===== src/rtl/mc_pkg.sv =====
// Shared encodings for the multi-cycle MIPS-subset control unit.
package mc_pkg;

    localparam int N_STATE_W = 4;

    // Opcode field values
    localparam logic [5:0] OP_RTYPE = 6'b000000;
    localparam logic [5:0] OP_ORI   = 6'b001101;
    localparam logic [5:0] OP_LUI   = 6'b001111;
    localparam logic [5:0] OP_LW    = 6'b100011;
    localparam logic [5:0] OP_SW    = 6'b101011;
    localparam logic [5:0] OP_BEQ   = 6'b000100;
    localparam logic [5:0] OP_J     = 6'b000010;
    localparam logic [5:0] OP_JAL   = 6'b000011;

    // Function field values for R-type
    localparam logic [5:0] FN_ADDU  = 6'b100001;
    localparam logic [5:0] FN_SUBU  = 6'b100011;
    localparam logic [5:0] FN_JR    = 6'b001000;

    // Datapath select encodings
    localparam logic [2:0] ALU_ADD  = 3'b000;
    localparam logic [2:0] ALU_SUB  = 3'b001;
    localparam logic [2:0] ALU_OR   = 3'b010;
    localparam logic [2:0] ALU_LUI  = 3'b011;

    localparam logic [1:0] RDST_RT  = 2'b00;
    localparam logic [1:0] RDST_RD  = 2'b01;
    localparam logic [1:0] RDST_R31 = 2'b10;

    localparam logic [1:0] WB_ALU   = 2'b00;
    localparam logic [1:0] WB_MEM   = 2'b01;
    localparam logic [1:0] WB_PC4   = 2'b10;

    localparam logic [1:0] NPC_PC4  = 2'b00;
    localparam logic [1:0] NPC_BR   = 2'b01;
    localparam logic [1:0] NPC_J    = 2'b10;
    localparam logic [1:0] NPC_JR   = 2'b11;

    typedef enum logic [N_STATE_W-1:0] {
        S_FETCH  = 4'd0,
        S_DCD    = 4'd1,
        S_EXE_R  = 4'd2,
        S_EXE_I  = 4'd3,
        S_WB_ALU = 4'd4,
        S_MADR   = 4'd5,
        S_MWR    = 4'd6,
        S_MRD    = 4'd7,
        S_MWB    = 4'd8,
        S_BR     = 4'd9,
        S_JMP    = 4'd10
    } state_e;

    // Instruction-class one-hots produced by the decoder
    typedef struct packed {
        logic is_r;
        logic is_ori;
        logic is_lui;
        logic is_lw;
        logic is_sw;
        logic is_beq;
        logic is_j;
        logic is_jal;
        logic is_jr;
        logic is_illegal;
    } dec_t;

    // Complete control word driven towards the datapath
    typedef struct packed {
        logic       pcwr;
        logic       irwr;
        logic       regwr;
        logic       dmwr;
        logic       extop;
        logic       alusrc;
        logic [2:0] aluop;
        logic [1:0] regdst;
        logic [1:0] wbsel;
        logic [1:0] npcsel;
        logic       illegal;
    } ctl_t;

endpackage


===== src/rtl/mc_ctrl_if.sv =====
// Control-unit bus: instruction fields and flag in, datapath controls out.
interface mc_ctrl_if;
    import mc_pkg::*;

    logic [5:0]           op;
    logic [5:0]           func;
    logic                 zero;
    logic                 pcwr;
    logic                 irwr;
    logic                 regwr;
    logic                 dmwr;
    logic                 extop;
    logic                 alusrc;
    logic [2:0]           aluop;
    logic [1:0]           regdst;
    logic [1:0]           wbsel;
    logic [1:0]           npcsel;
    logic                 illegal;
    logic [N_STATE_W-1:0] state;

    // Controller side
    modport master (
        input  op, func, zero,
        output pcwr, irwr, regwr, dmwr, extop, alusrc, aluop,
               regdst, wbsel, npcsel, illegal, state
    );

    // Datapath side
    modport slave (
        output op, func, zero,
        input  pcwr, irwr, regwr, dmwr, extop, alusrc, aluop,
               regdst, wbsel, npcsel, illegal, state
    );

endinterface


===== src/rtl/mc_decode.sv =====
// Combinational op/func decoder into one-hot instruction classes.
module mc_decode
    import mc_pkg::*;
(
    input  logic [5:0] op_i,
    input  logic [5:0] func_i,
    output dec_t       dec_o
);

    // Map opcode/function to exactly one instruction class
    always_comb begin
        dec_o = '0;
        case (op_i)
            OP_RTYPE: begin
                case (func_i)
                    FN_ADDU, FN_SUBU: dec_o.is_r       = 1'b1;
                    FN_JR:            dec_o.is_jr      = 1'b1;
                    default:          dec_o.is_illegal = 1'b1;
                endcase
            end
            OP_ORI:  dec_o.is_ori     = 1'b1;
            OP_LUI:  dec_o.is_lui     = 1'b1;
            OP_LW:   dec_o.is_lw      = 1'b1;
            OP_SW:   dec_o.is_sw      = 1'b1;
            OP_BEQ:  dec_o.is_beq     = 1'b1;
            OP_J:    dec_o.is_j       = 1'b1;
            OP_JAL:  dec_o.is_jal     = 1'b1;
            default: dec_o.is_illegal = 1'b1;
        endcase
    end

endmodule


===== src/rtl/mc_ctrl.sv =====
// Multi-cycle control FSM: fetch, decode, execute, memory, writeback.
module mc_ctrl
    import mc_pkg::*;
(
    input  logic      clk,
    input  logic      rst_n,
    mc_ctrl_if.master bus
);

    state_e state_q;
    state_e state_d;
    dec_t   dec_s;
    ctl_t   ctl_s;

    mc_decode u_decode (
        .op_i   (bus.op),
        .func_i (bus.func),
        .dec_o  (dec_s)
    );

    // State register; reset aborts any instruction in flight
    always_ff @(posedge clk or negedge rst_n) begin
        if (!rst_n) begin
            state_q <= S_FETCH;
        end else begin
            state_q <= state_d;
        end
    end

    // Next-state selection
    always_comb begin
        state_d = S_FETCH;
        case (state_q)
            S_FETCH: state_d = S_DCD;
            S_DCD: begin
                if (dec_s.is_r) begin
                    state_d = S_EXE_R;
                end else if (dec_s.is_ori || dec_s.is_lui) begin
                    state_d = S_EXE_I;
                end else if (dec_s.is_lw || dec_s.is_sw) begin
                    state_d = S_MADR;
                end else if (dec_s.is_beq) begin
                    state_d = S_BR;
                end else if (dec_s.is_j || dec_s.is_jal || dec_s.is_jr) begin
                    state_d = S_JMP;
                end else begin
                    state_d = S_FETCH;
                end
            end
            S_EXE_R:  state_d = S_WB_ALU;
            S_EXE_I:  state_d = S_WB_ALU;
            S_MADR:   state_d = dec_s.is_lw ? S_MRD : S_MWR;
            S_MRD:    state_d = S_MWB;
            default:  state_d = S_FETCH;
        endcase
    end

    // Control word per state; beq's PC write follows the zero flag directly
    always_comb begin
        ctl_s = '0;
        case (state_q)
            S_FETCH: begin
                ctl_s.pcwr   = 1'b1;
                ctl_s.irwr   = 1'b1;
                ctl_s.npcsel = NPC_PC4;
            end
            S_DCD: ctl_s.illegal = dec_s.is_illegal;
            S_EXE_R, S_EXE_I, S_WB_ALU: begin
                // Execute settings are repeated in writeback so the ALU result stays valid
                if (dec_s.is_r) begin
                    ctl_s.alusrc = 1'b0;
                    ctl_s.aluop  = (bus.func == FN_SUBU) ? ALU_SUB : ALU_ADD;
                    ctl_s.regdst = RDST_RD;
                end else begin
                    ctl_s.alusrc = 1'b1;
                    ctl_s.aluop  = dec_s.is_lui ? ALU_LUI : ALU_OR;
                    ctl_s.regdst = RDST_RT;
                end
                ctl_s.regwr = (state_q == S_WB_ALU);
                ctl_s.wbsel = WB_ALU;
            end
            S_MADR, S_MRD, S_MWR: begin
                ctl_s.alusrc = 1'b1;
                ctl_s.extop  = 1'b1;
                ctl_s.aluop  = ALU_ADD;
                ctl_s.dmwr   = (state_q == S_MWR);
            end
            S_MWB: begin
                ctl_s.regwr  = 1'b1;
                ctl_s.regdst = RDST_RT;
                ctl_s.wbsel  = WB_MEM;
            end
            S_BR: begin
                ctl_s.aluop  = ALU_SUB;
                ctl_s.alusrc = 1'b0;
                ctl_s.extop  = 1'b1;
                ctl_s.npcsel = NPC_BR;
                ctl_s.pcwr   = bus.zero;
            end
            S_JMP: begin
                ctl_s.pcwr = 1'b1;
                if (dec_s.is_jr) begin
                    ctl_s.npcsel = NPC_JR;
                end else if (dec_s.is_jal) begin
                    ctl_s.npcsel = NPC_J;
                    ctl_s.regwr  = 1'b1;
                    ctl_s.regdst = RDST_R31;
                    ctl_s.wbsel  = WB_PC4;
                end else begin
                    ctl_s.npcsel = NPC_J;
                end
            end
            default: ctl_s = '0;
        endcase
    end

    // While reset is held every control is quiet, even though FETCH would drive writes
    assign bus.pcwr    = rst_n & ctl_s.pcwr;
    assign bus.irwr    = rst_n & ctl_s.irwr;
    assign bus.regwr   = rst_n & ctl_s.regwr;
    assign bus.dmwr    = rst_n & ctl_s.dmwr;
    assign bus.extop   = rst_n & ctl_s.extop;
    assign bus.alusrc  = rst_n & ctl_s.alusrc;
    assign bus.aluop   = rst_n ? ctl_s.aluop  : 3'b000;
    assign bus.regdst  = rst_n ? ctl_s.regdst : 2'b00;
    assign bus.wbsel   = rst_n ? ctl_s.wbsel  : 2'b00;
    assign bus.npcsel  = rst_n ? ctl_s.npcsel : 2'b00;
    assign bus.illegal = rst_n & ctl_s.illegal;
    assign bus.state   = state_q;

endmodule


===== src/flat_wrapper.sv =====
// flat-port wrapper written by rule: the top's interface ports become plain ports
module mc_ctrl_flat import mc_pkg::*;
  (clk, rst_n, bus_op, bus_func, bus_zero, bus_pcwr, bus_irwr, bus_regwr, bus_dmwr, bus_extop, bus_alusrc, bus_aluop, bus_regdst, bus_wbsel, bus_npcsel, bus_illegal, bus_state);
  mc_ctrl_if bus_i ();
  input  logic clk;
  input  logic rst_n;
  input wire logic [$bits(bus_i.op)-1:0] bus_op;
  input wire logic [$bits(bus_i.func)-1:0] bus_func;
  input wire logic [$bits(bus_i.zero)-1:0] bus_zero;
  output wire logic [$bits(bus_i.pcwr)-1:0] bus_pcwr;
  output wire logic [$bits(bus_i.irwr)-1:0] bus_irwr;
  output wire logic [$bits(bus_i.regwr)-1:0] bus_regwr;
  output wire logic [$bits(bus_i.dmwr)-1:0] bus_dmwr;
  output wire logic [$bits(bus_i.extop)-1:0] bus_extop;
  output wire logic [$bits(bus_i.alusrc)-1:0] bus_alusrc;
  output wire logic [$bits(bus_i.aluop)-1:0] bus_aluop;
  output wire logic [$bits(bus_i.regdst)-1:0] bus_regdst;
  output wire logic [$bits(bus_i.wbsel)-1:0] bus_wbsel;
  output wire logic [$bits(bus_i.npcsel)-1:0] bus_npcsel;
  output wire logic [$bits(bus_i.illegal)-1:0] bus_illegal;
  output wire logic [$bits(bus_i.state)-1:0] bus_state;
  assign bus_i.op = bus_op;
  assign bus_i.func = bus_func;
  assign bus_i.zero = bus_zero;
  assign bus_pcwr = bus_i.pcwr;
  assign bus_irwr = bus_i.irwr;
  assign bus_regwr = bus_i.regwr;
  assign bus_dmwr = bus_i.dmwr;
  assign bus_extop = bus_i.extop;
  assign bus_alusrc = bus_i.alusrc;
  assign bus_aluop = bus_i.aluop;
  assign bus_regdst = bus_i.regdst;
  assign bus_wbsel = bus_i.wbsel;
  assign bus_npcsel = bus_i.npcsel;
  assign bus_illegal = bus_i.illegal;
  assign bus_state = bus_i.state;
  mc_ctrl u_core (.clk(clk), .rst_n(rst_n), .bus(bus_i));
endmodule

===== config.mk =====
export PLATFORM = sky130hd
export DESIGN_NAME = mc_ctrl_flat
export DESIGN_NICKNAME = d
export VERILOG_FILES = /design/src/rtl/mc_pkg.sv /design/src/rtl/mc_ctrl_if.sv /design/src/rtl/mc_decode.sv /design/src/rtl/mc_ctrl.sv /design/src/flat_wrapper.sv
export SDC_FILE = /design/constraint.sdc
export NUM_CORES = 1
export LEC_CHECK = 0
export BUFFER_PORTS_ARGS = -buffer_cell sky130_fd_sc_hd__buf_2
export CAP_MARGIN = 25
export CORE_UTILIZATION = 44
export CTS_CLUSTER_SIZE = 25
export DETAILED_ROUTE_END_ITERATION = 7
export GPL_ROUTABILITY_DRIVEN = 0
export GPL_TIMING_DRIVEN = 0
export PLACE_DENSITY = 0.78
export SYNTH_ARGS = -nofsm -noshare
export SYNTH_HDL_FRONTEND = slang
export SYNTH_HIERARCHICAL = 1
export SYNTH_SLANG_ARGS = --single-unit

===== constraint.sdc =====
create_clock -name clk -period 6 [get_ports clk]
set_input_delay 1.8 -clock clk [delete_from_list [all_inputs] [get_ports clk]]
set_output_delay 1.8 -clock clk [all_outputs]
set_load 0.02 [all_outputs]

==> impl_metrics.ini, run 1 <==
[pwr]
clockPowerShare = 0.136
switchingPower_uw = 118.3
swShare = 0.5087
power_frac_comb = 0.655
power_density_nw_per_um2 = 266.3
p_int_uw = 114.3
p_seq_frac = 0.210
leakage_nw = 0.4149
vdd_drop_max_mv = 0.1949

[cells_and_area]
final_util = 0.6469
stdcell_count = 147
drive_above_1_share = 0.3485
syn_to_final_growth_pct = 31.20
diodes = 0
largest_reg_flops = 4
layout.nets = 149

[synth]
async_reset_ff_frac = 1.000
synth_warnings = 6
synth_seq_area_share = 0.1504
syn-num-nets = 112
ys.flop_type = dfrtp_1
syn_area_um2 = 665.6
synth_cell_types = 42
synth_edf_count = 0
netlist_instances = 97
syn_area_per_cell_um2 = 6.862
ys_seq_elements = 4

[sta]
setup_viol = 0
max_freq_mhz = 172.0
finalMaxSlewViolations = 0
layout_min_cycle_time_ns = 5.813
rsz0062_at_grt = false
hold_viol = 0
clock_skew_ns = 0.0005547
post-route-period-util = 0.9689
worstMarginPinSlew_ns = 0.7444
slew_headroom = 0.4991

[floorplan]
fp.dieW_um = 40.90
ioPinCount = 35
die_h_um = 40.90
rows = 13
start_util = 0.4930
coreArea_um2 = 1350
dieArea_um2 = 1672

[route]
via_per_inst = 5.966
vias = 877
drt-pass1-iter-count = 4
wirelength_um = 1850
drcViolationCount = 0
wl_per_cell_um = 12.59
ant_nets = 0
drtIter0Drc = 27

[flow_run]
maxCapViolCount = 0

[placement]
placed_cells = 144
port_buffers = 32
hpwl_um = 1390

[setup_path]
critical_path_arrival_ns = 4.01
critPathKind = in2out
path_cells = buf_2, or4_4, or3_4, nor4_1, and3b_2, buf_4, buf_2
crit_path_end_kind = primary output
cp-start-kind = primary input
r2r_setup_slack_ns = 4.67
crit_required_ns = 4.20
rr_startpoint = u_core/bus.state[0]
cp-startpoint = bus_op[5]
cpMaxStageDelayCell = nor4_1
crit_fanout = 5
path_buf_inv = 3
cp.depth = 7
critPathTopFamily = simple AND/OR/NAND/NOR gates
crit_path_max_incr_delay_ns = 0.64
cp_common_cell = buf_2
rr_worst_depth = 3
cp-endpoint = bus_wbsel[1]
r2r-end = u_core/bus.state[2]

[clock_tree]
cts.sinks = 4
clkLatencyLatePin_ns = 0.23
numCtsBuffers = 3
hold_buffers = 0
tritoncts = built
clockRootBuffer = clkbuf_4
clockBufferDepth = 2
post-cts-setup-buffer-count = 0
clkSlewWorstSetupHoldPaths_ns = 0.04
h-tree-depth = 1
cts_resized = 1

[global_routing]
grt_pass1_vias = 665
overflow = 0
grt_max_degree = 11
grt_pass1_wl_um = 2642
antenna_found_initial = 0
grt_usage = 0.2328

[status]
status = finished, final reports clean

[hold_path]
min_path_type = reg2reg
==> cells in the mapped netlist (all sizes together), types with 3 or more instances <==
master | number | area share
o21ai | 3 | 0.023
nor3 | 7 | 0.053
buf | 4 | 0.041
dfrtp | 4 | 0.15
nand2 | 7 | 0.039
nor4 | 7 | 0.066
a211oi | 4 | 0.045
nor2 | 11 | 0.062
nand3 | 3 | 0.023
nor2b | 5 | 0.047
inv | 5 | 0.028
clkbuf | 3 | 0.019
==> kinds of logic after synthesis <==
family / after synthesis / share of synthesized area
buffers and inverters: 12 / 0.08834
AOI/OAI and AO/OA: 22 / 0.2444
DFF: 4 / 0.1504
other: 1 / 0.005634
and+or+nand+nor: 58 / 0.5113
==> layout by cell type (no fill, tap or decap), types with 2 or more instances in the layout <==
cell type and n:
nand2b_1 2, nor4_1 6, o21ai_0 3, a21oi_1 2
buf_2 33, buf_4 3, clkbuf_4 3, clkbuf_1 2
nor3b_1 2, nor2_1 11, nor2b_1 5, and3_1 2
nand3_1 3, nor3_1 7, a211oi_1 4, a211o_1 2
inv_1 5, dfrtp_1 4, nand2_1 7, nand3b_1 2
==> metrics by stage <==
step	power [mW]	hold slack [ns]	instance area [µm²]	setup WS, ns	TNS [ns]
final	0.2326	0.6051	873.3	0.1869	0
after global routing	0.2537	0.6399	873.3	0.08583	0
after CTS	0.2334	0.6078	873.3	0.2053	0
after detailed placement	0.1992	0.6029	844.6	-0.08443	-0.08443
after global placement	0.1959	0.6001	844.6	-0.1062	-0.1062
after floorplan	0.1527	0.6652	665.6	0.3179	0
==> layout make-up <==
type / count / area, µm²
plain buffers: 7 / 40.04
clock buffers: 3 / 22.52
fillers: 135 / 476.7
inverters: 5 / 18.77
multi-input cells: 81 / 513.0
flip-flops and latches: 4 / 100.1
well taps: 15 / 18.77
repair buffers: 32 / 160.2
==> worst min path at each step <==
stage | from | to | slack [ns] | depth (start not counted)
floorplan | u_core/bus.state[3] | u_core/bus.state[2] | 0.67 | 1
global placement | u_core/bus.state[3] | u_core/bus.state[2] | 0.60 | 1
detailed placement | u_core/bus.state[3] | u_core/bus.state[2] | 0.60 | 1
CTS | u_core/bus.state[3] | u_core/bus.state[2] | 0.61 | 1
global route | u_core/bus.state[3] | u_core/bus.state[2] | 0.64 | 1
finish | u_core/bus.state[3] | u_core/bus.state[2] | 0.61 | 1
==> worst reg2reg max path: stages (launching register included) <==
cell,delay [ns]
dfrtp_1,0.46
clkbuf_1,0.37
o211ai_1,0.16
a221oi_1,0.25
==> power groups by stage <==
stage,Combinational [mW],Sequential (mW),Clock (mW)
6_report,0.152,0.0488,0.0316
5_1_grt,0.168,0.0499,0.0355
4_1_cts,0.152,0.0482,0.0331
3_5_place_dp,0.151,0.0485,0
3_3_place_gp,0.148,0.0482,0
2_1_floorplan,0.0970,0.0557,0
==> layer usage <==
layer  part of all wire  GRT usage
met5                  0          0
met4                  0    0.05833
met3              0.088    0.02717
met2               0.48     0.4141
met1               0.43     0.2924
(Power assumes the default switching activity.)
==> inputs of run 2 (changes only) <==
--- a/config.mk
+++ b/config.mk
@@ -7,6 +7,7 @@
 export LEC_CHECK = 0
 export BUFFER_PORTS_ARGS = -buffer_cell sky130_fd_sc_hd__buf_2
 export CAP_MARGIN = 25
+export CORE_MARGIN = 2
 export CORE_UTILIZATION = 44
 export CTS_CLUSTER_SIZE = 25
 export DETAILED_ROUTE_END_ITERATION = 7
==> impl_metrics.ini, run 2 (synthesized netlist as in run 1, its figures left out) <==
[status]
status = finished, final reports clean

[setup_path]
crit_path_max_incr_delay_ns = 0.61
path_cells = buf_2, or4_4, or3_4, nor4_2, nor2b_1, a41oi_1, o22ai_1, buf_2
rr_startpoint = u_core/bus.state[0]
cp-start-kind = primary input
crit_required_ns = 4.20
critPathKind = in2out
cp_common_cell = buf_2
rr_worst_depth = 3
r2r-end = u_core/bus.state[2]
critical_path_arrival_ns = 4.00
r2r_setup_slack_ns = 4.66
crit_fanout = 7
crit_path_end_kind = primary output
cpMaxStageDelayCell = nor4_2

[floorplan]
ioPinCount = 35
fp.dieW_um = 42.90
dieArea_um2 = 1840
start_util = 0.4578
coreArea_um2 = 1454
rows = 14
die_h_um = 42.90

[clock_tree]
clkSlewWorstSetupHoldPaths_ns = 0.04
tritoncts = built
h-tree-depth = 1
numCtsBuffers = 3
clockRootBuffer = clkbuf_4
post-cts-setup-buffer-count = 0
cts.sinks = 4
hold_buffers = 0
clockBufferDepth = 2
clkLatencyLatePin_ns = 0.23
cts_resized = 1

[route]
via_per_inst = 5.973
wl_per_cell_um = 12.74
drt-pass1-iter-count = 4
drcViolationCount = 0
ant_nets = 0
drtIter0Drc = 52
vias = 884
wirelength_um = 1886

[sta]
finalMaxSlewViolations = 0
max_freq_mhz = 172.5
worstMarginPinSlew_ns = 0.7050
setup_viol = 0
clock_skew_ns = 0.001766
rsz0062_at_grt = false
hold_viol = 0
layout_min_cycle_time_ns = 5.797
slew_headroom = 0.5261
post-route-period-util = 0.9661
worst_hold_slack_ns = 0.6179

[global_routing]
grt_usage = 0.2142
grt_max_degree = 11
grt_pass1_vias = 734
overflow = 0
grt_pass1_wl_um = 3084
antenna_found_initial = 0

[placement]
hpwl_um = 1434
port_buffers = 32
placed_area_um2 = 845.8

[pwr]
switchingPower_uw = 116.6
power_density_nw_per_um2 = 264.1
vdd_drop_max_mv = 0.2006
power_frac_comb = 0.651
leakage_nw = 0.4149
p_total_uw = 231.0
p_seq_frac = 0.210
swShare = 0.5050
clockPowerShare = 0.138
p_int_uw = 114.3

[hold_path]
hold_path_end = u_core/bus.state[2]
min_path_type = reg2reg
min_path_cells = 1
hp-start = u_core/bus.state[3]

[cells_and_area]
mostFrequentLayoutCells = buf_2 (33), nor2_1 (11), nor3_1 (7), nand2_1 (7), nor4_1 (6)
final_util = 0.6015
stdcell_area_um2 = 874.6
layout_commonest_cell = buf_2
drive_above_1_share = 0.3485
syn_to_final_growth_pct = 31.39
diodes = 0
layout.nets = 149
largest_reg_flops = 4

[flow_run]
maxCapViolCount = 0
## run 2: cell counts in the layout (fill, tap and decap cells not counted)
No cell type changed its count.
## run 2: routing by layer
metal | track usage | wire (µm) | vias up
li1 | - | - | 439
met1 | 0.2865 | 811 | 403
met2 | 0.3515 | 914 | 42
met3 | 0.02553 | 160 | 0
met4 | 0.07500 | 0 | 0
met5 | 0 | 0 | -
## run 2: worst max-delay path: cells and delay by family
kind | cells | cell delay, ns
AND/OR/NAND/NOR | 4 | 1.61
buffers and inverters | 2 | 0.30
AO/OA/AOI/OAI | 2 | 0.29
## run 2: power by group through the flow
stage | logic [mW] | registers (mW) | clock network (mW)
6_report | 0.150 | 0.0486 | 0.0319
5_1_grt | 0.166 | 0.0510 | 0.0346
4_1_cts | 0.150 | 0.0483 | 0.0341
3_5_place_dp | 0.149 | 0.0487 | 0
3_3_place_gp | 0.146 | 0.0486 | 0
2_1_floorplan | 0.0970 | 0.0557 | 0
## run 2: area by class of cell
type	instances	area, µm²
Tap cell	16	20.02
Sequential cell	4	100.1
Buffer	7	40.04
Fill cell	149	579.3
Clock buffer	3	22.52
Inverter	5	18.77
Multi-Input combinational cell	81	513.0
Timing Repair Buffer	32	160.2
## run 2: through the flow
| step | setup WS (ns) | std cells | setup TNS [ns] |
|---|---|---|---|
| global route | 0.05782 | 148 | 0 |
| detailed placement | -0.1306 | 145 | -0.1306 |
| finish | 0.2032 | 148 | 0 |
| CTS | 0.2099 | 148 | 0 |
| global placement | -0.08180 | 145 | -0.08180 |
| floorplan | 0.3179 | 97 | 0 |
## run 2: worst max-delay path by stage
stage	from	end	slack [ns]	cells past startpoint
2_1_floorplan	bus_op[5]	bus_aluop[0]	0.32	5
4_1_cts	bus_op[5]	bus_aluop[0]	0.21	8
3_5_place_dp	bus_op[5]	bus_aluop[0]	-0.13	7
3_3_place_gp	bus_op[5]	bus_aluop[0]	-0.08	7
5_1_grt	bus_op[5]	bus_wbsel[1]	0.06	7
6_report	bus_op[5]	bus_aluop[0]	0.20	8
==> inputs of run 3 (changes only) <==
--- a/config.mk
+++ b/config.mk
@@ -13,7 +13,7 @@
 export DETAILED_ROUTE_END_ITERATION = 7
 export GPL_ROUTABILITY_DRIVEN = 0
 export GPL_TIMING_DRIVEN = 0
-export PLACE_DENSITY = 0.78
+export PLACE_DENSITY_LB_ADDON = 0.3
 export SYNTH_ARGS = -nofsm -noshare
 export SYNTH_HDL_FRONTEND = slang
 export SYNTH_HIERARCHICAL = 1
==> impl_metrics.ini, run 3 (synthesized netlist as in run 1, its figures left out) <==
[status]
status = finished, final reports clean

[cells_and_area]
n_fill_cell = 138
syn_to_final_growth_pct = 31.39
diodes = 0
drive_above_1_share = 0.3485
layout_commonest_cell = buf_2
largest_reg_flops = 4
mostFrequentLayoutCells = buf_2 (33), nor2_1 (11), nor3_1 (7), nand2_1 (7), nor4_1 (6)
final_util = 0.6015
layout.nets = 149

[clock_tree]
tritoncts = built
cts.sinks = 4
clockRootBuffer = clkbuf_4
clockBufferDepth = 2
clkSlewWorstSetupHoldPaths_ns = 0.04
h-tree-depth = 1
numCtsBuffers = 3
clkLatencyLatePin_ns = 0.25
post-cts-setup-buffer-count = 0

[global_routing]
antenna_found_initial = 0
grt_pass1_wl_um = 3215
grt_pass1_vias = 748
grt_max_degree = 11
overflow = 0
grt_usage = 0.2195

[sta]
clock_skew_ns = 0.008800
worstMarginPinSlew_ns = 0.7026
hold_viol = 0
layout_min_cycle_time_ns = 5.794
rsz0062_at_grt = false
setup_viol = 0
finalMaxSlewViolations = 0
max_freq_mhz = 172.6
slew_headroom = 0.5273
post-route-period-util = 0.9657

[floorplan]
coreArea_um2 = 1454
start_util = 0.4578
ioPinCount = 35
dieArea_um2 = 1840
rows = 14
fp.dieW_um = 42.90
die_h_um = 42.90

[setup_path]
crit_required_ns = 4.20
crit_path_max_incr_delay_ns = 0.61
rr_worst_depth = 3
critPathKind = in2out
crit_path_end_kind = primary output
cpMaxStageDelayCell = nor4_2
cp_common_cell = buf_2
cp-start-kind = primary input
critical_path_arrival_ns = 3.99
crit_fanout = 7
path_cells = buf_2, or4_4, or3_4, nor4_2, nor2b_1, a41oi_1, o22ai_1, buf_2
r2r_setup_slack_ns = 4.66

[hold_path]
min_path_type = reg2reg
min_path_cells = 1

[route]
ant_nets = 0
drt-pass1-iter-count = 4
vias = 895
via_per_inst = 6.047
wl_per_cell_um = 12.76
drtIter0Drc = 25
drcViolationCount = 0
wirelength_um = 1888

[pwr]
p_int_uw = 114.5
power_density_nw_per_um2 = 270.2
power_frac_comb = 0.643
switchingPower_uw = 121.8
leakage_nw = 0.4149
vdd_drop_max_mv = 0.1748
clockPowerShare = 0.150
p_seq_frac = 0.207
swShare = 0.5156
p_total_uw = 236.3

[placement]
hpwl_um = 1457
port_buffers = 32

[flow_run]
maxCapViolCount = 0
-- run 3: cell counts in the layout (fill, tap and decap cells not counted) --
Identical to the previous run, type by type.
-- run 3: worst paths after layout --
kind,from,endpoint
max in group asynchronous,rst_n,u_core/bus.state[1]
hold / removal,u_core/bus.state[3],u_core/bus.state[2]
setup reg to reg,u_core/bus.state[0],u_core/bus.state[2]
min in group asynchronous,rst_n,u_core/bus.state[3]
hold reg to reg,u_core/bus.state[3],u_core/bus.state[2]
setup / recovery,bus_op[5],bus_aluop[0]
-- run 3: area by class of cell --
type / instances / area, µm² / share of cell area
buffer: 7 / 40.04 / 0.04578
clock buffer: 3 / 22.52 / 0.02575
inverter: 5 / 18.77 / 0.02146
multi-input combinational: 81 / 513.0 / 0.5866
sequential: 4 / 100.1 / 0.1144
tap: 16 / 20.02 / 0.02289
timing repair buffer: 32 / 160.2 / 0.1831
-- run 3: per-stage QoR --
| stage | setup WS (ns) | hold slack [ns] | TNS [ns] | cell area (µm²) | cells |
|---|---|---|---|---|---|
| after floorplan | 0.3179 | 0.6652 | 0 | 665.6 | 97 |
| after global placement | -0.08351 | 0.6210 | -0.08351 | 845.8 | 145 |
| after detailed placement | -0.08630 | 0.6234 | -0.08630 | 845.8 | 145 |
| after CTS | 0.2293 | 0.6308 | 0 | 874.6 | 148 |
| after global routing | 0.09890 | 0.6726 | 0 | 874.6 | 148 |
| final | 0.2056 | 0.6353 | 0 | 874.6 | 148 |
-- run 3: critical path: cells and delay by family --
family	cells	cell delay [ns]
AOI/OAI and AO/OA	2	0.28
buffers and inverters	2	0.30
and+or+nand+nor	4	1.61
-- run 3: timing repair --
item | 4_1_cts | 5_1_grt
hold buffers | 0 | 0
hold endpoints to repair | 0 | 0
endpoints found under the setup margin | 1 | 0
gates resized for setup | 1 | 0
-- run 3: power groups by stage --
stage / Sequential, mW / Combinational (mW) / Clock, mW
global route: 0.0511 / 0.168 / 0.0385
detailed placement: 0.0491 / 0.151 / 0
floorplan: 0.0557 / 0.0970 / 0
finish: 0.0490 / 0.152 / 0.0353
CTS: 0.0490 / 0.151 / 0.0366
global placement: 0.0483 / 0.147 / 0
-- run 3: layer usage --
layer | GRT usage | part of all wire | wire, µm
met4 | 0.05000 | 0.012 | 23
met2 | 0.3424 | 0.47 | 878
met3 | 0.03830 | 0.079 | 150
met1 | 0.3125 | 0.44 | 835
met5 | 0 | 0 | 0
